### src/rtl/uart_tx_arbiter.sv
// uart_tx_arbiter: round-robin arbiter sharing one UART tx line, one 8N1 frame per grant.
// Define UART_TX_ARB_PARITY_EN to insert an even-parity bit (8E1 frames).
module uart_tx_arbiter #(
    parameter int NUM_REQ    = 4,
    parameter int DATA_WIDTH = 8,
    parameter int ID_WIDTH   = $clog2(NUM_REQ)
) (
    input  logic                          clk,
    input  logic                          reset,
    input  logic                          tx_clk,
    input  logic [NUM_REQ-1:0]            req_valid,
    input  logic [NUM_REQ*DATA_WIDTH-1:0] req_data,
    output logic [NUM_REQ-1:0]            req_ready,
    output logic                          tx,
    output logic                          busy,
    output logic [ID_WIDTH-1:0]           grant_id
);
    localparam int CW = (DATA_WIDTH > 1) ? $clog2(DATA_WIDTH) : 1;

`ifdef UART_TX_ARB_PARITY_EN
    typedef enum logic [2:0] {IDLE, WAIT_TICK, START, DATA, PARITY, STOP} state_t;
`else
    typedef enum logic [2:0] {IDLE, WAIT_TICK, START, DATA, STOP} state_t;
`endif

    state_t                state;
    logic                  tx_clk_q;
    logic                  tick;
    logic                  any_valid;
    logic [DATA_WIDTH-1:0] shift;
    logic [CW-1:0]         bit_cnt;
    logic [ID_WIDTH-1:0]   last_grant;
    logic [ID_WIDTH-1:0]   winner;
    logic [ID_WIDTH-1:0]   idx;
    logic [DATA_WIDTH-1:0] data_arr [NUM_REQ];
`ifdef UART_TX_ARB_PARITY_EN
    logic                  par;
`endif

    for (genvar g = 0; g < NUM_REQ; g++) begin : g_unpack
        assign data_arr[g] = req_data[g*DATA_WIDTH +: DATA_WIDTH];
    end

    assign any_valid = |req_valid;
    assign tick      = tx_clk & ~tx_clk_q;
    assign req_ready = (state == IDLE && !reset && any_valid) ? NUM_REQ'(1) << winner : '0;

    // Pick the first valid requester after last_grant, wrapping around.
    always_comb begin
        winner = last_grant;
        idx    = '0;
        for (int k = NUM_REQ; k >= 1; k--) begin
            idx = ID_WIDTH'((int'(last_grant) + k) % NUM_REQ);
            if (req_valid[idx]) winner = idx;
        end
    end

    // Baud clock level delayed one cycle for rising-edge detection.
    always_ff @(posedge clk) begin
        tx_clk_q <= reset ? 1'b0 : tx_clk;
    end

    // Frame state machine: accept in IDLE, then shift start/data/stop on ticks.
    always_ff @(posedge clk) begin
        if (reset) begin
            state      <= IDLE;
            tx         <= 1'b1;
            busy       <= 1'b0;
            grant_id   <= '0;
            last_grant <= ID_WIDTH'(NUM_REQ - 1);
            bit_cnt    <= '0;
            shift      <= '0;
`ifdef UART_TX_ARB_PARITY_EN
            par        <= 1'b0;
`endif
        end else begin
            case (state)
                IDLE: if (any_valid) begin
                    shift      <= data_arr[winner];
                    grant_id   <= winner;
                    last_grant <= winner;
                    busy       <= 1'b1;
                    state      <= WAIT_TICK;
`ifdef UART_TX_ARB_PARITY_EN
                    par        <= ^data_arr[winner];
`endif
                end
                WAIT_TICK: if (tick) begin
                    tx    <= 1'b0;
                    state <= START;
                end
                START: if (tick) begin
                    tx      <= shift[0];
                    shift   <= shift >> 1;
                    bit_cnt <= '0;
                    state   <= DATA;
                end
                DATA: if (tick) begin
                    if (bit_cnt == CW'(DATA_WIDTH - 1)) begin
`ifdef UART_TX_ARB_PARITY_EN
                        tx    <= par;
                        state <= PARITY;
`else
                        tx    <= 1'b1;
                        state <= STOP;
`endif
                    end else begin
                        tx      <= shift[0];
                        shift   <= shift >> 1;
                        bit_cnt <= bit_cnt + 1'b1;
                    end
                end
`ifdef UART_TX_ARB_PARITY_EN
                PARITY: if (tick) begin
                    tx    <= 1'b1;
                    state <= STOP;
                end
`endif
                STOP: if (tick) begin
                    busy  <= 1'b0;
                    state <= IDLE;
                end
                default: state <= IDLE;
            endcase
        end
    end
endmodule

### config.mk
export PLATFORM = sky130hd
export DESIGN_NAME = uart_tx_arbiter
export DESIGN_NICKNAME = d
export VERILOG_FILES = /design/src/rtl/uart_tx_arbiter.sv
export SDC_FILE = /design/constraint.sdc
export NUM_CORES = 1
export LEC_CHECK = 0
export CELL_PAD_IN_SITES_DETAIL_PLACEMENT = 0
export CELL_PAD_IN_SITES_GLOBAL_PLACEMENT = 1
export CORE_MARGIN = 5
export CORE_UTILIZATION = 35
export CTS_CLUSTER_DIAMETER = 40
export CTS_CLUSTER_SIZE = 10
export DETAILED_ROUTE_END_ITERATION = 6
export GPL_TIMING_DRIVEN = 0
export PLACE_DENSITY_LB_ADDON = 0.1
export SLEW_MARGIN = 5
export SYNTH_ARGS = -nofsm -noshare
export SYNTH_HDL_FRONTEND = slang
export SYNTH_SLANG_ARGS = --single-unit
### constraint.sdc
create_clock -name clk -period 4.3 [get_ports clk]
set_input_delay 0.43 -clock clk [delete_from_list [all_inputs] [get_ports clk]]
set_output_delay 0.43 -clock clk [all_outputs]
set_load 0.05 [all_outputs]
* After elaboration in Yosys (flattened, before gate mapping)
Index checks and enable logic that the tools add are counted.
W data, S select, Z words.
** Word-level totals
- Logic and storage cells :: 87
- Input bits :: 39
- Latch bits :: 0
- Output and inout port bits :: 8
- Flip-flop bits (word level) :: 21
- Bits in writable memories :: 0
- Bits in read-only memories :: 0
- Memories :: 0
** Operators by class
- Eq/ne operators :: 12
- Divide/modulo/power cells :: 0
- Mux-type cells :: 38
- $mul :: 0
- $lt $le $gt $ge :: 5
- Reduce and logical (&&, ||, !) cells :: 15
- Add/sub/neg operators :: 5
- Bitwise logic cells :: 3
- Shift-type cells :: 1
** Operators by type and width (count)
- $mux W8 :: 6
- $mux W3 :: 8
- $pmux W8 S3 :: 1
- $bmux W8 S2 :: 1
- $pmux W3 S5 :: 1
- $ne A2 B2 Y1 const B :: 7
- $lt A2 B3 Y1 const B :: 4
- $mux W1 :: 9
- $bmux W1 S2 :: 4
- $mux W2 :: 4
- $reduce_and A4 Y1 :: 2
- $eq A3 B2 Y1 const B :: 2
- $eq A3 B3 Y1 const B :: 2
- $pmux W3 S2 :: 1
- $reduce_and A6 Y1 :: 1
- $reduce_bool A3 Y1 :: 2
- $reduce_and A5 Y1 :: 1
- $add A2 B1 Y2 const B :: 2
- $add A2 B2 Y2 const B :: 2
- $mux W4 :: 1
- $reduce_bool A2 Y1 :: 2
- $reduce_or A4 Y1 :: 1
- $shl A1 B2 Y4 const A :: 1
- $add A3 B1 Y3 const B :: 1
- other kinds (12) :: 13

* Logic depth before layout (Yosys ltp)
- Depth after elaboration :: 13
- Depth in mapped cells :: 9
- Gate-level depth less buffers :: 8

* Worst setup path after synthesis
Ideal clock, no wire load.
- Path kind :: register to output
- Start point :: register last_grant[0]
- End point :: output port req_ready[2]
- Data required time :: 3.870 ns
- Cell stages (with the launch flop) :: 6
- Path buffers :: 0
- Setup slack :: 1.775 ns
- Data arrival time :: 2.095 ns
- Cells stage by stage :: dfxtp_1 nand2b_4 o21ai_2 a211oi_4 and2b_4 nor2b_1
** On the way
- Cells in the longest elaborated chain, start to end :: 9
** RTL lines
- start, declared :: line 32 : logic [ID_WIDTH-1:0] last_grant;
- start signal, assigned :: line 70 : last_grant <= ID_WIDTH'(NUM_REQ - 1);
- start signal, assigned :: line 81 : last_grant <= winner;
- $add A2 B1 Y2 :: line 53 : idx = ID_WIDTH'((int'(last_grant) + k) % NUM_REQ);
- $bmux W1 S2 :: line 54 : if (req_valid[idx]) winner = idx;
- $mux W1 (not written as such) :: line 54
- $mux W2 (3 in a row) :: line 54
- $mux W2 * :: line 54
- $shl A1 B2 Y4 * :: line 46 : assign req_ready = (state == IDLE && !reset && any_valid) ? NUM_REQ'(1) << winner : '0;
- $mux W4 * :: line 46
- end, declared :: line 13 : output logic [NUM_REQ-1:0] req_ready,
Mark *: on every way between the ends. The rest lies on a longest branch, timed or not. The select of a mux whose other input is x is not followed.

* Worst setup path after layout
- Start point :: input port req_valid[2]
- End point :: output port req_ready[2]
** On the way
- Cells in the longest elaborated chain, start to end :: 8
** RTL lines
- start, declared :: line 11 : input logic [NUM_REQ-1:0] req_valid,
- $bmux W1 S2 :: line 54
- $mux W1 (not written as such) :: line 54
- $mux W2 (4 in a row) :: line 54
- $shl A1 B2 Y4 :: line 46
- $mux W4 * :: line 46
Marked as above.

==> run metrics <==
sequential cell area=between 400 and 500 um^2; Root Driver=clkbuf_8; CTS buffer count=3; die width=72.0 um; Max Cap Viol=0; TritonCTS clock tree=built; drt total wl=3840 um; switching share of power=roughly a third; Psw=0.200 mW; Mean Syn Cell Area=8.36 um^2; Final Wtd Congestion=0.796; worst-margin pin slew=0.621 ns; top_reg_cell synth=dfxtp_1; Worst Hold Class=reg2reg; Vias/cell=5.29; outcome=finished clean; Tmin final=about 3.5 ns; synthesized instance count=161; row cnt=22; FILL cells=362; PD cells=309 nW/um^2; Fin. Hold Viols=0; WP data arrival=roughly 3 ns; Sum Neg Setup Slack=0 ns; setup violators final=0; Max Slew Vio Count=0; RSZ-0062 raised after global routing=false; Residual DRC=0; Clock H-tree levels=1; antenna violations before repair=0; share of flip-flops with an asynchronous set or reset=0%; final net count=253; Overall Global Routing Usage=between 10 and 15%; f_max=286 MHz; crit path capture=req_ready[2]; Clock Skew=0.00562 ns; sequential area share after synthesis=31.2%; peak supply drop=between 100 and 150 uV; Die Y=72.0 um; fin worst setup slack=about 0.8 ns; Pwr Total=about 0.6 mW; Hold Buf Count CTS=0; CP required=3.87 ns; top cells by area, synth=dfxtp_1, a221oi_2, a21oi_1, mux2i_1, nand2_1; YS warnings=0; Post-Synthesis Cell Area=1350 um^2; Leak=0.723 nW; CTS sink cnt=21; biggest area consumer among synthesized cells=dfxtp_1; Pre-antenna DRT Iters=5; part of the power in registers=~39%; top-area cell type share of the netlist area=31.2%; period utilization=about four fifths; largest net degree at the start of global routing=14; routed length per instance=14.8 um; Initial Util=36.5%; Logic pwr share=around two fifths; Netlist cell types=between 40 and 50; cells on worst reg2reg path=8; WHS=between 0.4 and 0.5 ns; first-pass GRT wire length=6260 um; DP Worst Slack=0.771 ns; maximum root-to-sink buffer count=2; layout cells sized above 1=11.4%; hpwl dp=3020 um; crit path kind=in2out; syn nets=202; io pins=47; Slew HR=58.5%; Die Area=5190 um^2; via count=1370; CP Launch Type=input pin; number of DRC markers in iteration 0=67; Clk network pwr share=22.5%; number of synthesized flops with an enable pin=0; I/O Buffers=46; RR Startpoint=bit_cnt[0]$_SDFFE_PP0P_; Max FO, Critical Path=9; GRT Residual Overflow=0; area of the multi-input gates=a little under 900 um^2; CTS clk-pin slew, worst paths=approximately 0.08 ns; Reg2Reg Setup Slack=2.16 ns; flops & latches, synth=21; vias in the first global route=1300; Setup crit start=req_valid[2]; setup bufs post-CTS=0; CP Capture Type=output pin; FF-to-FF End=shift[6]$_SDFFE_PP0P_; area delta synth->final=42.3%; worst-skew pair later-pin latency=0.26 ns; P_int=0.392 mW; Diodes inserted=0; core area=3690 um^2; DRT antenna net count=0; PostCTS Resize Cnt=0
cells by family (layout without fill, tap and decap cells):
logic type               count (synthesis)  count (layout)  synth area share, %
buffers and inverters                   11              61                 3.34
adder cells (fa/ha/maj)                  2               2                 1.86
flip-flops                              21              21                 31.2
AND/OR/NAND/NOR                         66              66                 25.7
multiplexers                             7               7                 5.30
AO/OA/AOI/OAI                           54              54                 32.6
registers in the layout, indices dropped and copies added (netlist names):
| name | cells |
|---|---|
| last_grant | 2 |
| shift | 8 |
| bit_cnt | 3 |
| busy | 1 |
| tx | 1 |
| grant_id | 2 |
| state | 3 |
| tx_clk_q | 1 |
routing by layer:
metal / up-vias / GRT usage, % / part of all wire (%)
li1: 700 / - / -
met1: 628 / 20.3 / 48
met2: 40 / 23.6 / 46
met3: 2 / 3.46 / 6.2
met4: 0 / 4.18 / 0.50
met5: - / 0 / 0
how the worst min path moves through the flow:
stage / startpoint / end / slack [ns] / cells past startpoint
2_1_floorplan: shift[1]$_SDFFE_PP0P_ / shift[1]$_SDFFE_PP0P_ / 0.42 / 2
3_3_place_gp: shift[1]$_SDFFE_PP0P_ / shift[1]$_SDFFE_PP0P_ / 0.44 / 2
3_5_place_dp: shift[5]$_SDFFE_PP0P_ / shift[5]$_SDFFE_PP0P_ / 0.44 / 2
4_1_cts: shift[5]$_SDFFE_PP0P_ / shift[5]$_SDFFE_PP0P_ / 0.45 / 2
5_1_grt: shift[5]$_SDFFE_PP0P_ / shift[5]$_SDFFE_PP0P_ / 0.47 / 2
6_report: shift[7]$_SDFFE_PP0P_ / shift[7]$_SDFFE_PP0P_ / 0.45 / 2
metrics by stage:
stage	utilization (%)	instance area (um^2)	cells
after floorplan	-	1350	161
after global placement	50.6	1870	255
after detailed placement	50.6	1870	255
after CTS	51.9	1920	259
after global routing	51.9	1920	259
final	51.9	1920	259
synth_stat cells (2+ instances only):
master	count
dfxtp_1	21
nand2_1	16
a21oi_1	12
nor2_1	12
nor3_1	9
nor2b_1	8
o21ai_0	7
mux2i_1	6
o21ai_1	6
a221o_1	5
a221oi_2	5
nand2b_1	5
nand3_1	5
clkbuf_1	4
buf_2	3
inv_1	3
a211oi_1	2
a22o_1	2
a32o_1	2
ha_1	2
nand4_1	2
o21a_1	2
o31ai_1	2
or2_2	2
power by group through the flow:
stage	registers (mW)	logic, mW	clock network, mW
after floorplan	0.244	0.138	0
after global placement	0.231	0.228	0
after detailed placement	0.232	0.232	0
after CTS	0.228	0.233	0.139
after global routing	0.230	0.252	0.146
final	0.228	0.231	0.133
cell usage in the layout, fill, tap and decap left out, types with 2 or more instances in the layout:
cell / count
a211oi_1: 2
a21oi_1: 12
a221o_1: 5
a221oi_2: 5
a22o_1: 2
a32o_1: 2
buf_2: 3
clkbuf_1: 4
clkbuf_8: 3
clkdlybuf4s50_1: 46
dfxtp_1: 21
ha_1: 2
inv_1: 3
mux2i_1: 6
nand2_1: 16
nand2b_1: 5
nand3_1: 5
nand4_1: 2
nor2_1: 12
nor2b_1: 8
nor3_1: 9
o21a_1: 2
o21ai_0: 7
o21ai_1: 6
o31ai_1: 2
or2_2: 2
critical path, cell delays in order:
cell and delay (ns):
clkdlybuf4s50_1 0.55, nand2b_1 0.15, a21oi_1 0.10, a211oi_4 0.51, and2b_4 0.32, nor2b_1 0.17, clkdlybuf4s50_1 0.82
area by class of cell:
cell class              instances  area share (%)
plain buffers                   8            1.76
clock buffers                   3            2.16
clock inverters                 1           0.392
inverters                       3           0.588
multi-input cells             129            46.0
flip-flops and latches         21            21.9
well taps                      48            3.14
repair buffers                 46            24.0
Note: power is estimated with default switching activity, not from simulation.
